===== src/rtl/instr_fetch.sv =====
// rtl/instr_fetch.sv - single-outstanding instruction fetch unit with redirect and stall hold
//
// Ports:
//   clk, rst           : clock, asynchronous active-high reset
//   imem_req/imem_addr : read request and word-aligned byte address to instruction memory
//   imem_ready/rdata   : memory returns the requested word in the cycle ready is high
//   stall              : decoder is not taking the held instruction
//   pc_load/pc_target  : branch/jump redirect (highest priority in every state)
//   instr/instr_valid  : held instruction word (NOP_INSTR when nothing is held)
//   pc                 : address of the word on instr
//   controlOverride    : decoder override, high whenever instr_valid is low
module instr_fetch #(
  parameter int          N         = 32,
  parameter logic [N-1:0] RESET_PC  = '0,
  parameter logic [31:0]  NOP_INSTR = 32'h00000013
) (
  input  logic         clk,
  input  logic         rst,
  output logic         imem_req,
  output logic [N-1:0] imem_addr,
  input  logic         imem_ready,
  input  logic [31:0]  imem_rdata,
  input  logic         stall,
  input  logic         pc_load,
  input  logic [N-1:0] pc_target,
  output logic [31:0]  instr,
  output logic         instr_valid,
  output logic [N-1:0] pc,
  output logic         controlOverride
);

  typedef enum logic [1:0] {IDLE, FETCH, HOLD} state_t;

  localparam logic [N-1:0] PC_STEP = N'(4);

  state_t       state, state_n;
  logic [N-1:0] fetch_pc, fetch_pc_n, pc_n;
  logic [31:0]  instr_n;
  logic         valid_n;

  always_ff @(posedge clk or posedge rst) begin
    if (rst) begin
      state       <= IDLE;
      fetch_pc    <= RESET_PC;
      pc          <= RESET_PC;
      instr       <= NOP_INSTR;
      instr_valid <= 1'b0;
      imem_req    <= 1'b0;
      imem_addr   <= RESET_PC;
    end else begin
      state       <= state_n;
      fetch_pc    <= fetch_pc_n;
      pc          <= pc_n;
      instr       <= instr_n;
      instr_valid <= valid_n;
      // Request outputs are registered from the next state so they are
      // glitch-free and line up with the cycle the FSM sits in FETCH.
      imem_req    <= (state_n == FETCH);
      imem_addr   <= fetch_pc_n;
    end
  end

  always_comb begin
    state_n    = state;
    fetch_pc_n = fetch_pc;
    pc_n       = pc;
    instr_n    = instr;
    valid_n    = instr_valid;
    if (pc_load) begin
      // Redirect wins over everything, including a coincident imem_ready,
      // whose data is dropped because it belongs to the old path.
      fetch_pc_n = {pc_target[N-1:2], 2'b00};
      valid_n    = 1'b0;
      instr_n    = NOP_INSTR;
      state_n    = FETCH;
    end else begin
      case (state)
        IDLE: state_n = FETCH;
        FETCH: begin
          if (imem_ready) begin
            instr_n    = imem_rdata;
            pc_n       = fetch_pc;
            valid_n    = 1'b1;
            fetch_pc_n = fetch_pc + PC_STEP;
            state_n    = HOLD;
          end
        end
        HOLD: begin
          if (!stall) begin
            valid_n = 1'b0;
            instr_n = NOP_INSTR;
            state_n = FETCH;
          end
        end
        default: state_n = IDLE;
      endcase
    end
  end

  assign controlOverride = !instr_valid;

endmodule


===== config.mk =====
export PLATFORM = sky130hd
export DESIGN_NAME = instr_fetch
export DESIGN_NICKNAME = d
export VERILOG_FILES = /design/src/rtl/instr_fetch.sv
export SDC_FILE = /design/constraint.sdc
export NUM_CORES = 1
export LEC_CHECK = 0
export ABC_AREA = 0
export BUFFER_PORTS_ARGS = -buffer_cell sky130_fd_sc_hd__buf_2
export CORE_ASPECT_RATIO = 1.75
export CORE_UTILIZATION = 25
export DETAILED_ROUTE_END_ITERATION = 10
export SLEW_MARGIN = 20
export SYNTH_ARGS = -nofsm -noshare
export SYNTH_HDL_FRONTEND = slang
export SYNTH_SLANG_ARGS = --single-unit

===== constraint.sdc =====
create_clock -name clk -period 2.8 [get_ports clk]
set_input_delay 0.56 -clock clk [delete_from_list [all_inputs] [get_ports clk]]
set_output_delay 0.56 -clock clk [all_outputs]
set_load 0.02 [all_outputs]

==> reports/summary.txt, run 1 <==
R2R Path End -> fetch_pc[24]
CP endpoint kind -> flop
most common cell after layout, fill and taps aside -> buf_2
number of cell rows -> 63
Global Route Usage Sum -> 14.7%
Resized cells post-CTS -> 0
crit path launch -> fetch_pc[3]
global-route wire length before repair -> 19.8 mm
internal reg-to-reg setup slack -> 0.41 ns
Worst Reg2Reg Path Length in Cells -> 5
final number of hold-violating endpoints -> 0
Multi-input gate area -> 1730 um^2
syn avg cell area -> 11.4 um^2
DR WL met3 -> 566 um
WP data required -> 3.07 ns
Yosys warning count -> 0
initial antenna violation count -> 0
grt ovf -> 0
Synth async-reset ratio -> 100%
DRT Pass-1 Iters -> 4
Slew Limit Fails -> 0
Clock Latency Late Sink -> 0.35 ns
CTS root buf -> clkbuf_16
Post-route DRC -> 0
GPL Wtd Cong -> 0.819
core area -> 16900 um^2
die span in y -> 175 um
Power Dens Cells -> 695 nW/um^2
startpoint of the worst register-to-register path -> fetch_pc[3]
initial DRC count -> 175
VDD IR max -> 0.000271 V
CP Launch Type -> flop
Worst EP arrival -> 2.66 ns
ys flop type -> dfrtp_1
clock sinks -> 96
vias in the first global route -> 3608
RSZ-0062 raised after global routing -> no
I/O Pins -> 168
M1 wire length -> 5.17 mm
Area growth syn-to-layout -> 31.7%
Crit-path slowest cell -> or4_4
final setup fails -> 0
Clock Path Buffers -> 2
status -> complete, no violations
PortBufs -> 161
die area -> 17700 um^2
commonest cells after routing, fill and taps aside -> buf_2, dfrtp_1, nand2_1, mux2_2, a22o_1
fin crit share -> 85.4%
Tot Pwr -> 3.93 mW
EDFF count, synth -> 0
Routed Antenna Nets -> 0
Tmin final -> 2.39 ns
via count -> 3681
htree depth -> 3
drt total wl -> 12.9 mm
CTS tree -> built
Distinct cells, synth -> 50
Buf/Inv on CP -> 0
Nets -> 602
Cell Chain, Critical Path -> ha_1, nand4_1, or4_4, or4_1, a31oi_1
Mapped Cells -> 375
post-synthesis cell area -> 4290 um^2
Hold Crit Class -> input pin to asynchronous set/reset pin
Leak -> 2.56 nW
register area share after synthesis -> 56.0%
Initial Utilization -> 25.4%
setup TNS -> 0 ns
instance count on the critical path -> 5
Critical Path End -> fetch_pc[24]
crit path max fanout -> 13
cell area after layout -> 5650 um^2
Inserted Clock Buffers -> 9
CP peak stage delay -> 0.57 ns
Placed Area -> 5350 um^2
vias per cell -> 4.82
DR top layer -> met4
Die X -> 101 um
Slew Limit Headroom -> 65.4%
Top Family by Delay on Critical Path -> simple AND/OR/NAND/NOR gates
Achievable Freq -> 0.418 GHz
Storage cell area -> 2410 um^2
# fillers -> 1761
maxcap violations -> 0
DP Wirelength -> 9.28 mm
register bit count reported by yosys -> 96
WL/cell -> 16.9 um
final clock skew -> 0.0114 ns
met2 WL -> 6.76 mm
share of cells above drive strength 1 -> 43.0%
total setup buffers inserted after CTS -> 0
Worst-Margin Slew -> 0.519 ns
critical path class -> flop to flop
pin count of the biggest net entering global routing -> 97
Worst-path clk slew -> 0.07 ns
hold_buf cts -> 0
n_diodes -> 0
## layer usage
| metal | global-route usage, % | up-vias |
|---|---|---|
| li1 | - | 1703 |
| met1 | 17.4 | 1820 |
| met2 | 25.3 | 138 |
| met3 | 2.19 | 20 |
| met4 | 7.97 | 0 |
| met5 | 0 | - |
## flip-flops by register name, summed over array words and instances (netlist names)
| register | cells |
|---|---|
| instr | 32 |
| fetch_pc | 30 |
| pc | 30 |
| state | 2 |
| imem_req | 1 |
| instr_valid | 1 |
## worst reg2reg max path, cell delays in order (launching register included)
cell and delay, ns:
dfrtp_1 0.50, ha_1 0.30, nand4_1 0.23, or4_4 0.57, or4_1 0.53, a31oi_1 0.19
## cells by family after synthesis
group | count (synthesis) | share of synthesized area [%]
AOI/OAI and AO/OA | 82 | 14.0
xor gates and xnor gates | 11 | 2.24
adders and majority gates | 1 | 0.291
buffers and inverters | 33 | 4.20
DFF | 96 | 56.0
muxes | 31 | 8.10
other | 1 | 0.0874
and+or+nand+nor | 120 | 15.1
## through the flow
step	util (%)	setup WS, ns	hold slack (ns)	std cells
floorplan	-	0.680	0.545	378
global placement	31.7	0.514	0.479	748
detailed placement	31.7	0.416	0.478	748
CTS	33.5	0.396	0.370	764
global route	33.5	0.280	0.405	764
finish	33.5	0.410	0.364	764
## worst min-delay path by stage
| stage | start | endpoint | slack [ns] |
|---|---|---|---|
| final | rst | instr[21] | 0.36 |
| after global routing | rst | instr[17] | 0.41 |
| after global placement | instr[13] | instr[13] | 0.48 |
| after CTS | rst | instr[25] | 0.37 |
| after detailed placement | instr[2] | instr[2] | 0.48 |
| after floorplan | instr[0] | instr[0] | 0.55 |
## power breakdown
part / switching, mW / internal (mW)
logic: 0.551 / 0.358
clock network: 0.553 / 0.726
registers: 0.158 / 1.58
## Yosys cell counts, types with 2 or more instances
cell type,number,area share [%]
nor4_1,5,0.73
xor2_1,3,0.61
nand2_1,32,2.8
a31oi_1,15,2.2
or3_1,7,1.0
or2_2,2,0.29
o31ai_1,10,1.7
o32a_1,3,0.70
and2_1,3,0.44
clkbuf_1,17,1.5
buf_4,4,0.70
or4_1,10,1.7
inv_1,4,0.35
nand4_1,12,1.7
nor2_1,19,1.7
xnor2_1,8,1.6
buf_6,4,1.0
nand3_1,10,1.2
o21ai_0,18,2.1
dfrtp_1,93,54
mux2_2,30,7.9
dfstp_2,3,1.8
a22o_1,29,5.9
nor3_1,8,0.93
## layout make-up
| class | instances | share of cell area [%] |
|---|---|---|
| sequential | 96 | 42.6 |
| tap | 227 | 5.02 |
| timing repair buffer | 171 | 16.0 |
| multi-input combinational | 249 | 30.6 |
| inverter | 5 | 0.398 |
| clock buffer | 11 | 4.29 |
| clock inverter | 5 | 1.08 |
Power figures use the tool's default switching activity.
==> run 2, diff against run 1 <==
- RECOVER_POWER: default -> 50
==> run 2 against run 1 <==
Effect of this change:
- global-route usage did not move
- cell area down 1.2%
- die area stayed put
- critical path depth unchanged
- first-iteration DRC count fell by 4.6%
- largest cell class unchanged
==> reports/summary.txt, run 2 (same netlist as run 1, synthesis figures left out) <==
clock network power share -> 32.7% (+0.2 points)
dpl cells -> 748 (unchanged)
hold_buf cts -> 0 (unchanged)
vias per cell -> 4.81 (-0.24%)
fin crit share -> 85.2% (-0.14 points)
Routed Antenna Nets -> 0 (unchanged)
GR Util met1 -> 17.4% (unchanged)
startpoint of the worst register-to-register path -> fetch_pc[3]
cell area after layout -> 5590 um^2 (-1.2%)
part of the power in combinational logic -> 22.6% (-0.5 points)
Fin Hold WS -> 0.422 ns (+0.0572 ns)
Buf/Inv on CP -> 0 (unchanged)
Worst EP arrival -> 2.65 ns (about the same)
Tmin final -> 2.39 ns (-0.00406 ns)
Worst-Margin Slew -> 1.31 ns (+0.796 ns)
CTS root buf -> clkbuf_16
CP endpoint kind -> flop
Cell Chain, Critical Path -> ha_1, nand4_1, or4_4, or4_1, a31oi_1
WP data required -> 3.07 ns (about the same)
grt peak-use layer -> met2
Resized cells post-CTS -> 0 (unchanged)
critical path class -> flop to flop
maxcap violations -> 0 (unchanged)
number of cell rows -> 63 (unchanged)
commonest cells after routing, fill and taps aside -> buf_2, dfrtp_1, clkbuf_1, nand2_1, mux2_2
die span in y -> 175 um (unchanged)
crit path max fanout -> 13 (unchanged)
hold path start -> pc_target[6]
Initial Utilization -> 25.4% (unchanged)
die area -> 17700 um^2 (unchanged)
initial antenna violation count -> 0 (unchanged)
global-route wire length before repair -> 19.8 mm (unchanged)
pin count of the biggest net entering global routing -> 97 (unchanged)
final number of hold-violating endpoints -> 0 (unchanged)
Slew Limit Headroom -> 12.4% (-53 points)
VDD IR max -> 0.000270 V (-0.23%)
RSZ-0062 raised after global routing -> no
status -> complete, no violations
Leak -> 2.41 nW (-5.9%)
Clock Path Buffers -> 2 (unchanged)
DP Wirelength -> 9.28 mm (unchanged)
share of cells above drive strength 1 -> 35.2% (-7.8 points)
max reg flops -> 32 (unchanged)
total setup buffers inserted after CTS -> 0 (unchanged)
grt ovf -> 0 (unchanged)
cell-internal power -> 2.64 mW (-1.1%)
I/O Pins -> 168 (unchanged)
core area -> 16900 um^2 (unchanged)
largest reg by FF count -> instr
Net Sw Power -> 1.26 mW (about the same)
most common cell after layout, fill and taps aside -> buf_2
Worst-path clk slew -> 0.07 ns (about the same)
Crit-path slowest cell -> or4_4
Hold Crit Class -> input pin to flop
Area growth syn-to-layout -> 30.1%
vias in the first global route -> 3608 (unchanged)
initial DRC count -> 167 (-4.6%)
WL/cell -> 16.8 um (-0.52%)
setup TNS -> 0 ns (unchanged)
CTS tree -> built
GRT met2 Usage -> 25.3% (unchanged)
Top Family by Delay on Critical Path -> simple AND/OR/NAND/NOR gates
htree depth -> 3 (unchanged)
Clock Latency Late Sink -> 0.35 ns (about the same)
Post-route DRC -> 0 (unchanged)
Inserted Clock Buffers -> 9 (unchanged)
Slew Limit Fails -> 0 (unchanged)
final clock skew -> 0.0109 ns (-0.000485 ns)
Power Dens Cells -> 698 nW/um^2 (+0.46%)
clock sinks -> 96 (unchanged)
met3 Track Usage GR -> 2.19% (unchanged)
biggest registers after layout -> instr (32), fetch_pc (30), pc (30)
Nets -> 602 (unchanged)
final setup fails -> 0 (unchanged)
Final Non-Filler Cells -> 764 (unchanged)
Global Route Usage Sum -> 14.7% (unchanged)
CP peak stage delay -> 0.57 ns (about the same)
DRT Pass-1 Iters -> 4 (unchanged)
Achievable Freq -> 0.419 GHz (+0.17%)
GPL Wtd Cong -> 0.819 (unchanged)
via count -> 3672 (-0.24%)
CP Launch Type -> flop
Die X -> 101 um (unchanged)
share of power burned in registers -> 44.7% (+0.4 points)
n_diodes -> 0 (unchanged)
Placed Area -> 5350 um^2 (unchanged)
drt total wl -> 12.8 mm (-0.52%)
sw frac -> 32.3% (+0.23 points)
PortBufs -> 161 (unchanged)
crit path launch -> fetch_pc[3]
## run 2: cell types whose count changed in the layout (fill, tap and decap cells not counted)
cell	before	now
buf_4	8	7
and2_0	0	1
buf_2	161	120
clkbuf_1	1	43
buf_12	2	1
and2_1	3	2
clkbuf_4	0	1
## run 2: layer usage
| metal | share of wire [%] | vias to the layer above |
|---|---|---|
| li1 | - | 1706 |
| met1 | 40 | 1819 |
| met2 | 53 | 129 |
| met3 | 4.3 | 18 |
| met4 | 3.0 | 0 |
| met5 | 0 | - |
## run 2: area by class of cell
class / count / area, um^2
fillers: 1790 / 11300
flip-flops and latches: 96 / 2410
multi-input cells: 249 / 1730
repair buffers: 171 / 838
well taps: 227 / 284
clock buffers: 11 / 243
clock inverters: 5 / 61.3
inverters: 5 / 22.5
## run 2: power by group through the flow
stage	logic (mW)	registers [mW]	clock network, mW
after global routing	0.948	1.77	1.37
after floorplan	0.326	1.99	0
after detailed placement	0.922	1.77	0
final	0.881	1.74	1.28
after global placement	0.905	1.76	0
after CTS	0.924	1.74	1.33
## run 2: tightest hold or removal path, delay by kind of cell
kind / cells / cell delay (ns)
AND/OR/NAND/NOR: 1 / 0.04
buffers and inverters: 1 / 0.08
AO/OA/AOI/OAI: 1 / 0.05
## run 2: stage by stage
stage                     setup slack (ns)  power [mW]  util [%]
final                                0.414        3.90      33.1
after global routing                 0.280        4.09      33.1
after CTS                            0.396        4.00      33.5
after detailed placement             0.416        2.69      31.7
after global placement               0.514        2.66      31.7
after floorplan                      0.680        2.31         -
## run 2: final timing paths
path	to	slack, ns	depth (start not counted)
worst max-delay path	fetch_pc[24]	0.41	5
worst min-delay path	fetch_pc[6]	0.42	3
worst max register to register	fetch_pc[24]	0.41	5
worst min register to register	instr[28]	0.50	1
max in group asynchronous	fetch_pc[9]	1.27	3
min in group asynchronous	instr[8]	0.70	3
==> run 3, diff against run 2 <==
- CELL_PAD_IN_SITES_DETAIL_PLACEMENT: default -> 0
- CELL_PAD_IN_SITES_GLOBAL_PLACEMENT: default -> 1
- PLACE_DENSITY_LB_ADDON: default -> 0.1
==> run 3 against run 2 <==
Effect of this change:
- the flow now finishes with violations (max-capacitance violations, max-slew violations)
- final cell count is 0.13% higher
- clock power hardly changed
- combinational power is 1% lower
- global-route usage is 0.30 points higher
- via count is 2.5% lower
- first-iteration DRC count is 28% lower
- cell area is 0.16% higher
- worst hold slack worse by 0.00083 ns
- non-clock buffer count is 1 higher
- register-to-register slack better by 0.15 ns
- critical endpoint is now instr[7]
- highest routed layer unchanged
==> reports/summary.txt, run 3 (same netlist as run 1, synthesis figures left out) <==
status -> complete, but fails checks
failing checks -> max-capacitance violations, max-slew violations
grt ovf -> 0 (unchanged)
Achievable Freq -> 0.431 GHz (+2.8%)
Tot Pwr -> 3.91 mW (+0.30%)
die area -> 17700 um^2 (unchanged)
fin crit share -> 82.9% (-2.3 points)
initial antenna violation count -> 0 (unchanged)
grt peak-use layer -> met2
core area -> 16900 um^2 (unchanged)
WP data required -> 3.03 ns (-0.04 ns)
WL/cell -> 17.0 um (+1.3%)
htree depth -> 3 (unchanged)
GR Util met1 -> 17.7% (+0.28 points)
Resized cells post-CTS -> 0 (unchanged)
CTS tree -> built
Area growth syn-to-layout -> 30.3%
Placed Area -> 5340 um^2 (about the same)
Worst EP arrival -> 2.55 ns (-0.10 ns)
VDD IR max -> 0.000273 V (+1.1%)
Inserted Clock Buffers -> 9 (unchanged)
commonest cells after routing, fill and taps aside -> buf_2, dfrtp_1, clkbuf_1, nand2_1, mux2_2
Top Family by Delay on Critical Path -> buffers and inverters
biggest registers after layout -> instr (32), fetch_pc (30), pc (30)
Initial Utilization -> 25.4% (unchanged)
Clock Latency Late Sink -> 0.35 ns (about the same)
GRT met2 Usage -> 26.4% (+1.1 points)
I/O Pins -> 168 (unchanged)
Cell Chain, Critical Path -> clkbuf_1, clkbuf_1, nor3_2, buf_4, a22o_1
vias in the first global route -> 3599 (-0.25%)
Buf/Inv on CP -> 3 (+3)
Hold Crit Class -> input pin to flop
max reg flops -> 32 (unchanged)
hold_buf cts -> 0 (unchanged)
Routed Antenna Nets -> 0 (unchanged)
Nets -> 603 (+0.17%)
Worst-Margin Slew -> 1.59 ns (+0.275 ns)
Post-route DRC -> 0 (unchanged)
CTS root buf -> clkbuf_16
clock sinks -> 96 (unchanged)
global-route wire length before repair -> 20.0 mm (+1.0%)
crit path max fanout -> 32 (+19)
setup TNS -> 0 ns (unchanged)
vias per cell -> 4.68 (-2.6%)
DP Wirelength -> 9.45 mm (+1.7%)
final number of hold-violating endpoints -> 0 (unchanged)
Slew Limit Fails -> 36 (+36)
Final Non-Filler Cells -> 765 (+0.13%)
Tmin final -> 2.32 ns (-0.0644 ns)
die span in y -> 175 um (unchanged)
drt total wl -> 13.0 mm (+1.5%)
Worst-path clk slew -> 0.07 ns (about the same)
Die X -> 101 um (unchanged)
RSZ-0062 raised after global routing -> no
maxcap violations -> 1 (+1)
most common cell after layout, fill and taps aside -> buf_2
GPL Wtd Cong -> 0.745 (-9.0%)
final setup fails -> 0 (unchanged)
PortBufs -> 161 (unchanged)
largest reg by FF count -> instr
number of cell rows -> 63 (unchanged)
Crit-path slowest cell -> clkbuf_1
initial DRC count -> 121 (-28%)
Global Route Usage Sum -> 15.0% (+0.30 points)
final clock skew -> 0.00812 ns (-0.00280 ns)
total setup buffers inserted after CTS -> 0 (unchanged)
pin count of the biggest net entering global routing -> 54 (-44%)
share of cells above drive strength 1 -> 35.1% (-0.065 points)
cell repeated most along the worst path -> clkbuf_1
DRT Pass-1 Iters -> 4 (unchanged)
Slew Limit Headroom -> -6.00% (-18 points)
CP endpoint kind -> flop
CP peak stage delay -> 0.97 ns (+0.40 ns)
CP Launch Type -> input pin
critical path class -> input pin to flop
Fin Hold WS -> 0.421 ns (-0.000834 ns)
Power Dens Cells -> 699 nW/um^2 (+0.14%)
Clock Path Buffers -> 2 (unchanged)
via count -> 3582 (-2.5%)
cell area after layout -> 5590 um^2 (+0.16%)
dpl cells -> 749 (+0.13%)
met3 Track Usage GR -> 2.98% (+0.80 points)
n_diodes -> 0 (unchanged)
Leak -> 2.41 nW (-0.15%)
## run 3: area by class of cell
class,count,area [um^2]
Timing Repair Buffer,172,838
Inverter,5,20.0
Clock inverter,5,62.6
Sequential cell,96,2410
Fill cell,1847,11300
Clock buffer,11,253
Tap cell,227,284
Multi-Input combinational cell,249,1730
## run 3: metal layers
layer	up-vias	share of wire, %
met3	11	4.3
met4	0	1.8
met2	103	52
met5	-	0
li1	1718	-
met1	1750	42
## run 3: metrics by stage
step	setup WS, ns	utilization (%)
6_report	0.478	33.2
4_1_cts	0.540	33.5
5_1_grt	0.219	33.2
2_1_floorplan	0.680	-
3_3_place_gp	0.541	31.7
3_5_place_dp	0.531	31.7
## run 3: path summary, 6_finish.rpt
path                                from           end  slack (ns)  depth (start not counted)
max                              pc_load      instr[7]        0.48                          5
min                        pc_target[11]  fetch_pc[11]        0.42                          3
max reg2reg                  fetch_pc[3]  fetch_pc[24]        0.56                          5
min reg2reg                     instr[2]      instr[2]        0.50                          1
max in group asynchronous            rst  fetch_pc[15]        0.79                          3
min in group asynchronous            rst     instr[11]        0.43                          2
## run 3: worst register-to-register path, cell delays in order, from the launching register on
cell	delay, ns
dfrtp_1	0.45
ha_1	0.26
nand4_1	0.17
or4_4	0.55
or4_1	0.55
a31oi_1	0.18
## run 3: where the power goes
| group | switching [mW] | internal, mW |
|---|---|---|
| logic | 0.542 | 0.328 |
| registers | 0.155 | 1.58 |
| clock network | 0.556 | 0.748 |
| total | 1.25 | 2.66 |
